$ cat config.mk
export PLATFORM = sky130hd
export DESIGN_NAME = beat_period_counter
export DESIGN_NICKNAME = d
export VERILOG_FILES = /design/src/rtl/beat_period_counter.sv
export SDC_FILE = /design/constraint.sdc
export NUM_CORES = 1
export LEC_CHECK = 0
export BUFFER_PORTS_ARGS = -buffer_cell sky130_fd_sc_hd__buf_2
export CAP_MARGIN = 20
export CORE_ASPECT_RATIO = 0.7
export CORE_MARGIN = 8
export CORE_UTILIZATION = 35
export DETAILED_ROUTE_END_ITERATION = 12
export PLACE_DENSITY = 0.54
export SYNTH_ARGS = -nofsm -noshare
export SYNTH_HDL_FRONTEND = slang
export SYNTH_SLANG_ARGS = --single-unit
$ cat constraint.sdc
create_clock -name CLK -period 2.48 [get_ports CLK]
set_input_delay 0.248 -clock CLK [delete_from_list [all_inputs] [get_ports CLK]]
set_output_delay 0.248 -clock CLK [all_outputs]
set_load 0.02 [all_outputs]
$ cat src/rtl/beat_period_counter.sv
// Purpose: counts CLK cycles spanned by N consecutive beat periods (DETECT pulses)
// and presents the count through a VALID/ACK handshake.
// Latency: VALID rises one cycle after the final DETECT, or one cycle after the
// counter saturates.
// Backpressure: a finished result is held in DONE until ACK. START is ignored while BUSY.
// Ports:
//   CLK, RESETB        clock, asynchronous active-low reset
//   START, N_BEATS     measurement request and beat count (0 is treated as 1)
//   DETECT             beat-edge pulse from the edge detector
//   ACK                result consumed (honoured only in DONE)
//   RESULT, OVF        measured cycle count and saturation flag (registered)
//   VALID, BUSY        decoded from the registered state
module beat_period_counter #(
  parameter int CNT_W = 16,
  parameter int NB_W  = 4
) (
  input  logic             CLK,
  input  logic             RESETB,
  input  logic             START,
  input  logic             DETECT,
  input  logic [NB_W-1:0]  N_BEATS,
  input  logic             ACK,
  output logic [CNT_W-1:0] RESULT,
  output logic             VALID,
  output logic             OVF,
  output logic             BUSY
);

  localparam logic [1:0] ST_IDLE  = 2'd0;
  localparam logic [1:0] ST_ARM   = 2'd1;
  localparam logic [1:0] ST_COUNT = 2'd2;
  localparam logic [1:0] ST_DONE  = 2'd3;

  localparam logic [CNT_W-1:0] CNT_MAX = {CNT_W{1'b1}};
  localparam logic [CNT_W-1:0] CNT_ONE = {{(CNT_W-1){1'b0}}, 1'b1};
  localparam logic [NB_W-1:0]  NB_ONE  = {{(NB_W-1){1'b0}}, 1'b1};

  logic [1:0]       state_q, state_d;
  logic [CNT_W-1:0] cnt_q, cnt_d;
  logic [NB_W-1:0]  beats_q, beats_d;
  logic [CNT_W-1:0] result_q, result_d;
  logic             ovf_q, ovf_d;

  always_comb begin
    state_d  = state_q;
    cnt_d    = cnt_q;
    beats_d  = beats_q;
    result_d = result_q;
    ovf_d    = ovf_q;
    case (state_q)
      ST_IDLE: begin
        if (START) begin
          beats_d = (N_BEATS == '0) ? NB_ONE : N_BEATS;
          state_d = ST_ARM;
        end
      end
      ST_ARM: begin
        // The arming edge counts as cycle 1 of the first period.
        if (DETECT) begin
          cnt_d   = CNT_ONE;
          state_d = ST_COUNT;
        end
      end
      ST_COUNT: begin
        // The final edge wins over saturation when both land in the same cycle.
        if (DETECT && beats_q == NB_ONE) begin
          result_d = cnt_q;
          ovf_d    = 1'b0;
          state_d  = ST_DONE;
        end else if (cnt_q == CNT_MAX) begin
          result_d = CNT_MAX;
          ovf_d    = 1'b1;
          state_d  = ST_DONE;
        end else begin
          cnt_d = cnt_q + CNT_ONE;
          if (DETECT) begin
            beats_d = beats_q - NB_ONE;
          end
        end
      end
      default: begin
        if (ACK) begin
          state_d = ST_IDLE;
        end
      end
    endcase
  end

  always_ff @(posedge CLK or negedge RESETB) begin
    if (!RESETB) begin
      state_q  <= ST_IDLE;
      cnt_q    <= '0;
      beats_q  <= '0;
      result_q <= '0;
      ovf_q    <= 1'b0;
    end else begin
      state_q  <= state_d;
      cnt_q    <= cnt_d;
      beats_q  <= beats_d;
      result_q <= result_d;
      ovf_q    <= ovf_d;
    end
  end

  assign RESULT = result_q;
  assign OVF    = ovf_q;
  assign VALID  = (state_q == ST_DONE);
  assign BUSY   = (state_q != ST_IDLE);

endmodule

After elaboration in Yosys (flattened, before gate mapping)
Index checks and enable logic that the tools add are counted.
- output and inout port bits: 19
- word-level logic and storage cells: 50
- register bits: 39
- input bits: 9
- equal/unequal tests: 11
- reductions and logical operators: 12
- multiplexer cells: 20
- $add $sub $neg: 2
- operators by type and width (kind ; count):
    2-to-1 mux 16 bit ; 5
    one-hot mux 16 bit (2 select lines) ; 1
    2-to-1 mux 4 bit ; 5
    adder 16 x 1 -> 16 bit, second input constant ; 1
    equality test 16 bit, second input constant ; 1
    2-to-1 mux 2 bit ; 5
    inequality test 2 bit, second input constant ; 5
    one-hot mux 4 bit (2 select lines) ; 1
    AND reduction 4 bit ; 2
    nonzero test 2 bit ; 4
    one-hot mux 2 bit (3 select lines) ; 1
    AND reduction 5 bit ; 1
    equality test 2 bit, second input constant ; 2
    equality test 4 x 1 -> 1 bit, second input constant ; 1
    logical NOT 4 bit ; 1
    nonzero test 4 bit ; 1
    subtractor 4 x 1 -> 4 bit, second input constant ; 1
    inequality test 3 bit, second input constant ; 1
    equality test 2 x 1 -> 1 bit, second input constant ; 1
    logical NOT 2 bit ; 1
    2-to-1 mux 1 bit ; 2
    AND reduction 2 bit ; 1
    logical AND 1 bit ; 1

Logic depth before layout (Yosys ltp)
- depth after elaboration: 5
- gate-level depth with buffers: 8
- mapped depth without buffers: 7

Worst setup path after synthesis
Ideal clock, no wire load.
- path type: flip-flop to flip-flop
- start: register state_q[0]
- end: register cnt_q[4]
- stages on the path, launching flop included: 8
- data required time: 2.411 ns
- path slack: 0.452 ns
- arrival time: 1.959 ns
- library setup time: 0.069 ns
- cell sequence: dfrtp_1 inv_1 ha_1 clkbuf_1 o21a_1 o211ai_4 or4_2 nand3_1
- cells in the longest elaborated chain, start to end: 3
- elaborated cells between the ends (all ways): 8
- ends and longest elaborated chain (element ; line ; text):
    start: declaration ; 38 ; logic [1:0] state_q, state_d;
    start signal: assignment ; 97 ; state_q <= state_d;
    equality test 2 bit / equality test 2 x 1 -> 1 bit (equally long branches) ; 50 ; case (state_q)
    inequality test 2 bit (no source line) / nonzero test 2 bit (equally long branches) ; n/a ;
    AND reduction 4 bit (no source line) ; n/a ;
    end signal: assignment ; 98 ; cnt_q <= cnt_d;
    end: declaration ; 39 ; logic [CNT_W-1:0] cnt_q, cnt_d;
Several ways; a longest one is shown, not always the timed one.
A chain may end at the register's enable or synchronous reset.

Worst setup path in the final report
- start: register state_q[0]
- end: register cnt_q[15]
Same word-level chain as after synthesis.

==> results.yml <==
run_status:
  status: "finished, final reports clean"
grt:
  grt_pass1_vias: 1677
  gr_ovfl_total: 0
  grt_max_degree: 40
  grt_antenna_before_repair: 0
  grt_use_total: 0.122
  wire_length_of_the_first_global_routing_pass_mm: 8.47
timing:
  rsz0062_at_grt: "false"
  period_share: 0.899
  final_worst_path_period_need_ps: 2230
  timing.final.setup_violations: 0
  finalMaxSlewViolations: 0
  fin_setup_tns_ps: 0
  timing.final.hold_violations: 0
  achievable-frequency_mhz: 448
  finalWorstSetupSlack_ps: 249
  relSlewSlack: 0.427
  clock_skew_ps: 3.91
  tightestPinTransition_ps: 859
synth:
  combinational_family_with_the_most_area_after_synthesis: "compound AO/OA/AOI/OAI gates"
  synthXorXnorAreaFrac: 0
  synth_edf_count: 0
  ys_seq_elements: 39
  number_of_library_cell_types_mapped_by_synthesis: 47
  yosys.area.top_type_share: 0.478
  post_synth_main_area_contributors: "dfrtp_1 (48%), o22a_1 (6.9%), ha_1 (4.3%)"
  synth_area_per_cell_sq_um: 10.2
  area_leader_netlist: "dfrtp_1"
  seq_area_frac_synth: 0.478
  synth-compound-area-share: 0.226
  warnings_synthesis: 0
  multiplexer_area_fraction_after_synthesis: 0.0215
  syn-cell-area_sq_mm: 0.00204
  postSynth.topFlopCell: "dfrtp_1"
  post_synth_inst_count: 201
  post_synth_most_frequent_cells: "dfrtp_1 (39), nand2_1 (21), nand3_1 (16), o22a_1 (16), o21ai_0 (11)"
  simple_gate_share_of_the_synthesized_area: 0.196
  yosys.area_share.adder: 0.0429
  yosysMostFrequentCell: "dfrtp_1"
  asyncSetResetFlopFracSynth: 1.00
  synth.net_count: 217
critical_path:
  critical_path.cell_chain: "inv_1 > ha_1 > nand3_1 > or2b_1 > or3_1 > o21ai_0"
  worst_stage_delay_on_the_critical_path_ps: 430
  cp-end-kind: "register"
  critical_path.startpoint_type: "register"
  cp_data_required_time_ps: 2690
  worst-path-max-fanout: 11
  critical_path_buf_inv_count: 1
  cp_data_arrival_time_ps: 2440
  cp_slowest_cell: "ha_1"
  crit_type: "reg -> reg"
  category_of_cells_accounting_for_the_largest_share_of_critical_path_delay: "simple AND/OR/NAND/NOR gates"
floorplanning:
  initial_utilization: 0.360
  die_width_um: 107
  core.rowCount: 23
  fp.dieArea_sq_mm: 0.00857
  design.portCount: 28
  die_height_um: 79.9
  design.core.area_sq_mm: 0.00567
clocking:
  tritoncts.num_buffers: 5
  cts_tree: "done"
  hold_buffers: 0
  max_buffers_root_to_sink: 2
  clock_sink_count: 39
  h-tree-depth: 2
  worst_skew_late_latency_ps: 290
  cts_root_buffer: "clkbuf_8"
  cts_clock_pin_slew_for_the_worst_setup_and_hold_paths_ps: 70
detailed_routing:
  via_per_inst: 5.27
  detail_route.wirelength_mm: 4.76
  initial_drt_markers: 65
  drt.antenna.violating_nets: 0
  post-route-drc-count: 0
  routed_vias: 1645
  length_of_the_first_detailed_routing_pass_in_iterations: 4
  wl_per_cell_um: 15.3
run:
  drv.max_cap_violation_count: 0
place:
  gp_routability_congestion: 0.819
  post-dp-hpwl_mm: 3.50
  place_ws_ps: 133
  place.port_buffers: 27
  place_inst: 302
layout:
  n_fill_cell: 561
  layoutNonFillerInstCount: 312
  areaGrowthSynthToFinish_pct: 18.3
  drive_gt1_frac: 0.245
  insertedDiodeCount: 0
  ff_latch_area_sq_um: 976
  num-nets-final: 252
  fin_util: 0.426
  multi_input_area_sq_um: 1000
hold_path:
  hold_path.class: "in -> async"
power_and_ir_drop:
  power.density_cell_area_mw_per_mm2: 1130
  ir_drop_worst_case_vdd_v: 0.000484
  p_total_uw: 2720
  p_leak_uw: 0.000999
[area by class of cell]
cell class	count	area share
clock buffer	8	0.0415
timing repair buffer	36	0.0891
sequential	39	0.404
multi-input combinational	146	0.414
tap	75	0.0389
inverter	8	0.0124
[power breakdown]
group | internal (uW) | switching, uW | leakage (uW) | total [uW]
clock | 254 | 214 | 0.0000515 | 468
sequential | 840 | 175 | 0.000464 | 1020
combinational | 520 | 715 | 0.000483 | 1230
total | 1610 | 1100 | 0.000999 | 2720
[final timing paths]
check	startpoint	endpoint	slack [ps]	depth (start not counted)
min reg2reg	RESULT[13]	RESULT[13]	480	1
max in group asynchronous	RESETB	RESULT[4]	1870	1
min	RESETB	RESULT[15]	70	1
min in group CLK	N_BEATS[2]	beats_q[2]	260	3
max reg2reg	state_q[0]	cnt_q[15]	250	6
max	state_q[0]	cnt_q[15]	250	6
[layout by cell type (no fill, tap or decap), types with 6 or more instances in the layout]
cell type / n
a21oi_1: 6
buf_2: 27
buf_4: 8
clkbuf_8: 7
dfrtp_1: 39
ha_1: 7
inv_1: 7
nand2_1: 21
nand3_1: 16
nor2_1: 10
o21ai_0: 11
o22a_1: 16
[state kept, by name (all words and copies together), names as in the netlist]
register and cells:
cnt_q 16, RESULT 16, state_q 2, beats_q 4, OVF 1
[through the flow]
step | hold WS, ps | instance area [sq um]
6_report | 72.3 | 2410
5_1_grt | 163 | 2410
4_1_cts | 107 | 2390
3_5_place_dp | 424 | 2290
3_3_place_gp | 423 | 2290
2_1_floorplan | -47.6 | 2040
[timing repair]
item | 4_1_cts | 5_1_grt
gates resized for setup | 0 | 1
setup buffers | 0 | 2
setup endpoints to repair | 0 | 7
[per-layer routing]
metal  up-vias  routed length [um]  GRT usage
met5         -                   0          0
met1       770                2660      0.184
li1        837                   -          -
met2        34                1760      0.158
met3         4                 296     0.0395
met4         0                  43     0.0336
[cells by family after synthesis]
family,count (synthesis)
AOI/OAI and AO/OA,59
adders and majority gates,7
buffers and inverters,16
DFF,39
muxes,4
and+or+nand+nor,76
No activity file was read; power rests on OpenSTA's default activity.
